$ cat src/rtl/obi_rr_arbiter.sv
// obi_rr_arbiter: round-robin N-to-1 OBI arbiter with an in-order ID FIFO that routes responses back to the requester.
package obi_rr_pkg;
  typedef struct packed {
    logic        req;
    logic        we;
    logic [3:0]  be;
    logic [31:0] addr;
    logic [31:0] wdata;
  } obi_req_t;
  typedef struct packed {
    logic        gnt;
    logic        rvalid;
    logic [31:0] rdata;
  } obi_resp_t;
endpackage

module obi_rr_arbiter
  import obi_rr_pkg::*;
#(
  parameter int NumMasters     = 3,
  parameter int MaxOutstanding = 2,
  localparam int IdxW          = $clog2(NumMasters),
  localparam int CntW          = $clog2(MaxOutstanding + 1)
) (
  input  logic                       clk_i,
  input  logic                       rst_i,
  input  obi_req_t  [NumMasters-1:0] master_req_i,
  output obi_resp_t [NumMasters-1:0] master_resp_o,
  output obi_req_t                   slave_req_o,
  input  obi_resp_t                  slave_resp_i,
  output logic      [CntW-1:0]       outstanding_o,
  output logic                       err_o
);
  localparam int PtrW = MaxOutstanding > 1 ? $clog2(MaxOutstanding) : 1;
  typedef enum logic {UNLOCKED, LOCKED} lock_e;
  lock_e           state_q, state_d;
  logic [IdxW-1:0] rr_q, lock_idx_q, sel, head;
  logic [IdxW-1:0] fifo_q [MaxOutstanding];
  logic [PtrW-1:0] wptr_q, rptr_q;
  logic [CntW-1:0] cnt_q;
  logic            err_q, sel_valid, full, push, pop, lock_q;
  int              k;

  function automatic logic [PtrW-1:0] nxt(input logic [PtrW-1:0] p);
    return p == PtrW'(MaxOutstanding - 1) ? '0 : p + 1'b1;
  endfunction

  assign lock_q        = state_q == LOCKED;
  assign full          = cnt_q == CntW'(MaxOutstanding);
  assign head          = fifo_q[rptr_q];
  assign push          = slave_req_o.req & slave_resp_i.gnt;
  assign pop           = slave_resp_i.rvalid & (cnt_q != '0);
  assign outstanding_o = cnt_q;
  assign err_o         = err_q;

  // Descending scan so the requester closest to rr_q is the last to be written and wins.
  always_comb begin
    sel       = lock_idx_q;
    sel_valid = lock_q;
    k         = 0;
    if (!lock_q)
      for (int i = NumMasters - 1; i >= 0; i--) begin
        k = (int'(rr_q) + i) % NumMasters;
        if (master_req_i[k].req) begin
          sel_valid = 1'b1;
          sel       = IdxW'(k);
        end
      end
  end

  // While locked the locked master's fields stay on the bus even if it drops req.
  always_comb begin
    slave_req_o = '0;
    if (sel_valid) begin
      slave_req_o     = master_req_i[sel];
      slave_req_o.req = master_req_i[sel].req & ~full;
    end
  end

  always_comb begin
    master_resp_o          = '0;
    master_resp_o[sel].gnt = push;
    if (pop) begin
      master_resp_o[head].rvalid = 1'b1;
      master_resp_o[head].rdata  = slave_resp_i.rdata;
    end
  end

  always_comb
    state_d = push ? UNLOCKED : (slave_req_o.req & ~slave_resp_i.gnt) ? LOCKED : state_q;

  always_ff @(posedge clk_i or posedge rst_i)
    if (rst_i) begin
      state_q    <= UNLOCKED;
      lock_idx_q <= '0;
      rr_q       <= '0;
      wptr_q     <= '0;
      rptr_q     <= '0;
      cnt_q      <= '0;
      err_q      <= 1'b0;
    end else begin
      state_q <= state_d;
      if (slave_req_o.req & ~slave_resp_i.gnt) lock_idx_q <= sel;
      if (push) begin
        rr_q   <= sel == IdxW'(NumMasters - 1) ? '0 : sel + 1'b1;
        wptr_q <= nxt(wptr_q);
      end
      if (pop) rptr_q <= nxt(rptr_q);
      cnt_q <= cnt_q + CntW'(push) - CntW'(pop);
      err_q <= err_q | (slave_resp_i.rvalid & (cnt_q == '0));
    end

  always_ff @(posedge clk_i)
    if (push) fifo_q[wptr_q] <= sel;
endmodule

$ cat config.mk
export PLATFORM = sky130hd
export DESIGN_NAME = obi_rr_arbiter
export DESIGN_NICKNAME = d
export VERILOG_FILES = /design/src/rtl/obi_rr_arbiter.sv
export SDC_FILE = /design/constraint.sdc
export NUM_CORES = 1
export LEC_CHECK = 0
export ABC_AREA = 1
export BUFFER_PORTS_ARGS = -buffer_cell sky130_fd_sc_hd__buf_4
export CORE_AREA = 2 2 164 166
export DETAILED_ROUTE_END_ITERATION = 10
export DIE_AREA = 0 0 166 168
export GPL_ROUTABILITY_DRIVEN = 0
export PLACE_DENSITY_LB_ADDON = 0.05
export SLEW_MARGIN = 30
export SYNTH_ARGS = -nofsm -noshare
export SYNTH_HDL_FRONTEND = slang
export SYNTH_SLANG_ARGS = --single-unit
$ cat constraint.sdc
create_clock -name clk_i -period 3.48 [get_ports clk_i]
set_clock_uncertainty 0.2 [all_clocks]
set_input_delay 0.696 -clock clk_i [delete_from_list [all_inputs] [get_ports clk_i]]
set_output_delay 0.696 -clock clk_i [all_outputs]
set_load 0.02 [all_outputs]
==> flow_metrics.env <==
export IMPL_status="finished, violations left"
export IMPL_violations="setup timing"
export IMPL_dieArea_um2=27890
export IMPL_worstMarginPinSlew_ns=0.5110
export IMPL_synthMuxAreaShare_pct=0
export IMPL_clk_latency_ns=0.24
export IMPL_clkSinkCount=14
export IMPL_reg2reg_to="outstanding_o[1]"
export IMPL_layout_cells_most_common_list="450 x buf_4, 223 x nand2_1, 103 x nor2_1"
export IMPL_layout_drive_gt1_share_pct=53.95
export IMPL_cp_slowest_stage_delay_ns=0.44
export IMPL_grt_pass1_vias=5643
export IMPL_num_vias=5597
export IMPL_synth_area_um2=3004
export IMPL_leakagePower_nw=4.219
export IMPL_grt_start_max_net_pins=34
export IMPL_diodes=0
export IMPL_route_detailed_drc=0
export IMPL_cp_max_fo=7
export IMPL_antenna_found_initial=0
export IMPL_final_common_cell="buf_4"
export IMPL_syn_inst=597
export IMPL_fin_crit_ns=3.525
export IMPL_wire_per_inst_um=16.47
export IMPL_path_clk_slew_ns=0.05
export IMPL_crit_type="flip-flop to primary output"
export IMPL_core_um2=26350
export IMPL_final_core_utilization_pct=30.07
export IMPL_required_ns=2.58
export IMPL_crit_start="rr_q[1]"
export IMPL_hp_class="primary input to asynchronous set/reset pin"
export IMPL_grt_pass1_wl_um=33050
export IMPL_synth_top_family_by_area="simple AND/OR/NAND/NOR gates"
export IMPL_relSlewSlack_pct=65.85
export IMPL_wirelength_um=23100
export IMPL_drt_initial_drc_count=101
export IMPL_numCtsBuffers=3
export IMPL_syn_area_per_cell_um2=5.032
export IMPL_synth_nets=848
export IMPL_yosys_warnings=0
export IMPL_cts_hold_buf=0
export IMPL_drv_cap=0
export IMPL_r2r_slack_ns=0.34
export IMPL_cts_tree="done"
export IMPL_post_synth_and_or_nand_nor_area_fraction_pct=51.40
export IMPL_synth_adder_area_share_pct=2.082
export IMPL_synth_compound_area_share_pct=17.53
export IMPL_hold_viol_final=0
export IMPL_multiInputGateArea_um2=2427
export IMPL_fillers=2933
export IMPL_gr_usage_all_layers_pct=15.14
export IMPL_end_kind="primary output"
export IMPL_ios=421
export IMPL_cp_start_kind="flip-flop"
export IMPL_setup_slack_ns=-0.04500
export IMPL_cp_cell_sequence="ha_4 -> inv_6 -> nand2_4 -> nand3_4 -> nand2_4 -> nand3_2 -> nand2_2 -> nand2_2 -> nand2_2 -> nand2_4 -> nor2_4 -> buf_12 -> buf_12 -> clkbuf_16 -> nand2_1 -> a31oi_1 -> buf_4"
export IMPL_crit_end="slave_req_o[33]"
export IMPL_seqCellArea_um2=371.6
export IMPL_reg2reg_from="rr_q[1]"
export IMPL_cp_slowest_cell="dfrtp_2"
export IMPL_crit_arrival_ns=2.63
export IMPL_slew_viol_final=0
export IMPL_holdWs_ns=0.2514
export IMPL_num_nets_final=1314
export IMPL_chipHeight_um=168
export IMPL_die_width_um=166
export IMPL_dp_hpwl_um=17680
export IMPL_grt_remaining_overflow=0
export IMPL_synth_seq_cells=14
export IMPL_fmax_mhz=283.7
export IMPL_cts_buffer_depth=2
export IMPL_syn_to_final_growth_pct=163.8
export IMPL_power_density_nw_per_um2=1435
export IMPL_synth_xor_area_share_pct=0.8746
export IMPL_root_buffer="clkbuf_16"
export IMPL_h_tree_depth=1
export IMPL_io_buffers=420
export IMPL_finalSetupViolCount=43
export IMPL_drt_first_pass_iters=4
export IMPL_yosysSeqAreaShare_pct=12.33
export IMPL_finalCritPeriodShare_pct=101.3
export IMPL_num_rows=60
export IMPL_start_util_pct=11.40
export IMPL_vdd_drop_max_uv=925.6
export IMPL_ys_types=27
export IMPL_vias_per_cell=3.989
export IMPL_ant_nets=0
export IMPL_rsz0062_at_grt="true"
export IMPL_reg2reg_depth=21
metrics by stage:
stage	cells	area, um2	power [mW]	setup slack (ns)	TNS [ns]
global route	1403	7924	12.11	-0.2019	-11.27
global placement	1359	6812	8.725	-0.02243	-0.03310
floorplan	597	3004	4.802	0.3287	0
detailed placement	1359	6812	8.641	0.02502	0
CTS	1387	7461	10.60	-0.07583	-2.334
finish	1403	7924	11.37	-0.04500	-0.7958
final cells by class:
class / instances / share of cell area [%]
Multi-Input combinational cell: 480 / 30.63
Tap cell: 341 / 5.384
Clock buffer: 3 / 0.9474
Clock inverter: 1 / 0.04737
Timing Repair Buffer: 499 / 55.06
Sequential cell: 14 / 4.690
Inverter: 65 / 3.237
critical path: cells and delay by family (launching register included):
| family | cells | cell delay, ns |
|---|---|---|
| adders and majority gates | 1 | 0.34 |
| and+or+nand+nor | 10 | 0.74 |
| AOI/OAI and AO/OA | 1 | 0.17 |
| buffers and inverters | 5 | 0.67 |
| DFF | 1 | 0.44 |
power by group:
group	internal (mW)	total, mW	switching (mW)
Sequential	0.260	0.322	0.0620
Combinational	5.18	10.8	5.66
Clock	0.152	0.216	0.0644
what timing repair did:
item / CTS / global route
buffers inserted: 14 / 9
gates resized for setup: 35 / 60
cloned: 10 / 9
pin swaps: 24 / 56
endpoints found under the setup margin: 72 / 72
flip-flops by register name (all words and copies together) (netlist names):
name,cells
err_o,1
fifo_q,4
lock_idx_q,2
lock_q,1
outstanding_o,2
rptr_q,1
rr_q,2
wptr_q,1
cell usage after synthesis (all sizes together):
cell    instances  area, um2
or2             1      6.260
nor2          109      434.2
o21ai           7      38.79
inv            64      240.2
clkinv          1      5.000
a31oi          70      444.2
buf            24      176.4
o21bai          1      7.510
dfrtp          10      250.2
nand3          19      95.09
clkbuf         14      52.55
nand2         259       1002
and3            1      6.260
a21oi           5      36.29
ha              5      62.56
edfxtp          4      120.1
xnor2           3      26.28
logic make-up (layout without fill, tap and decap cells):
kind of cell,count (synthesis),count (layout)
AO/OA/AOI/OAI,83,83
XOR/XNOR,3,3
adder cells (fa/ha/maj),5,5
buffers and inverters,103,568
flip-flops,14,14
AND/OR/NAND/NOR,389,389
how the worst min path moves through the flow:
stage	startpoint	endpoint	cells after the start
2_1_floorplan	lock_idx_q[0]	lock_idx_q[0]	2
3_3_place_gp	wptr_q	wptr_q	2
3_5_place_dp	wptr_q	wptr_q	2
4_1_cts	rst_i	lock_q	2
5_1_grt	rst_i	lock_q	2
6_report	rst_i	lock_idx_q[0]	2
metal layers:
| layer | share of wire (%) | vias up | wire (um) | track usage [%] |
|---|---|---|---|---|
| met5 | 0 | - | 0 | 0 |
| met4 | 2.1 | 0 | 494 | 3.138 |
| met3 | 9.1 | 24 | 2093 | 4.490 |
| met2 | 55 | 287 | 12730 | 30.90 |
| met1 | 34 | 2470 | 7791 | 14.92 |
| li1 | - | 2816 | - | - |
Note: power is estimated with default switching activity, not from simulation.
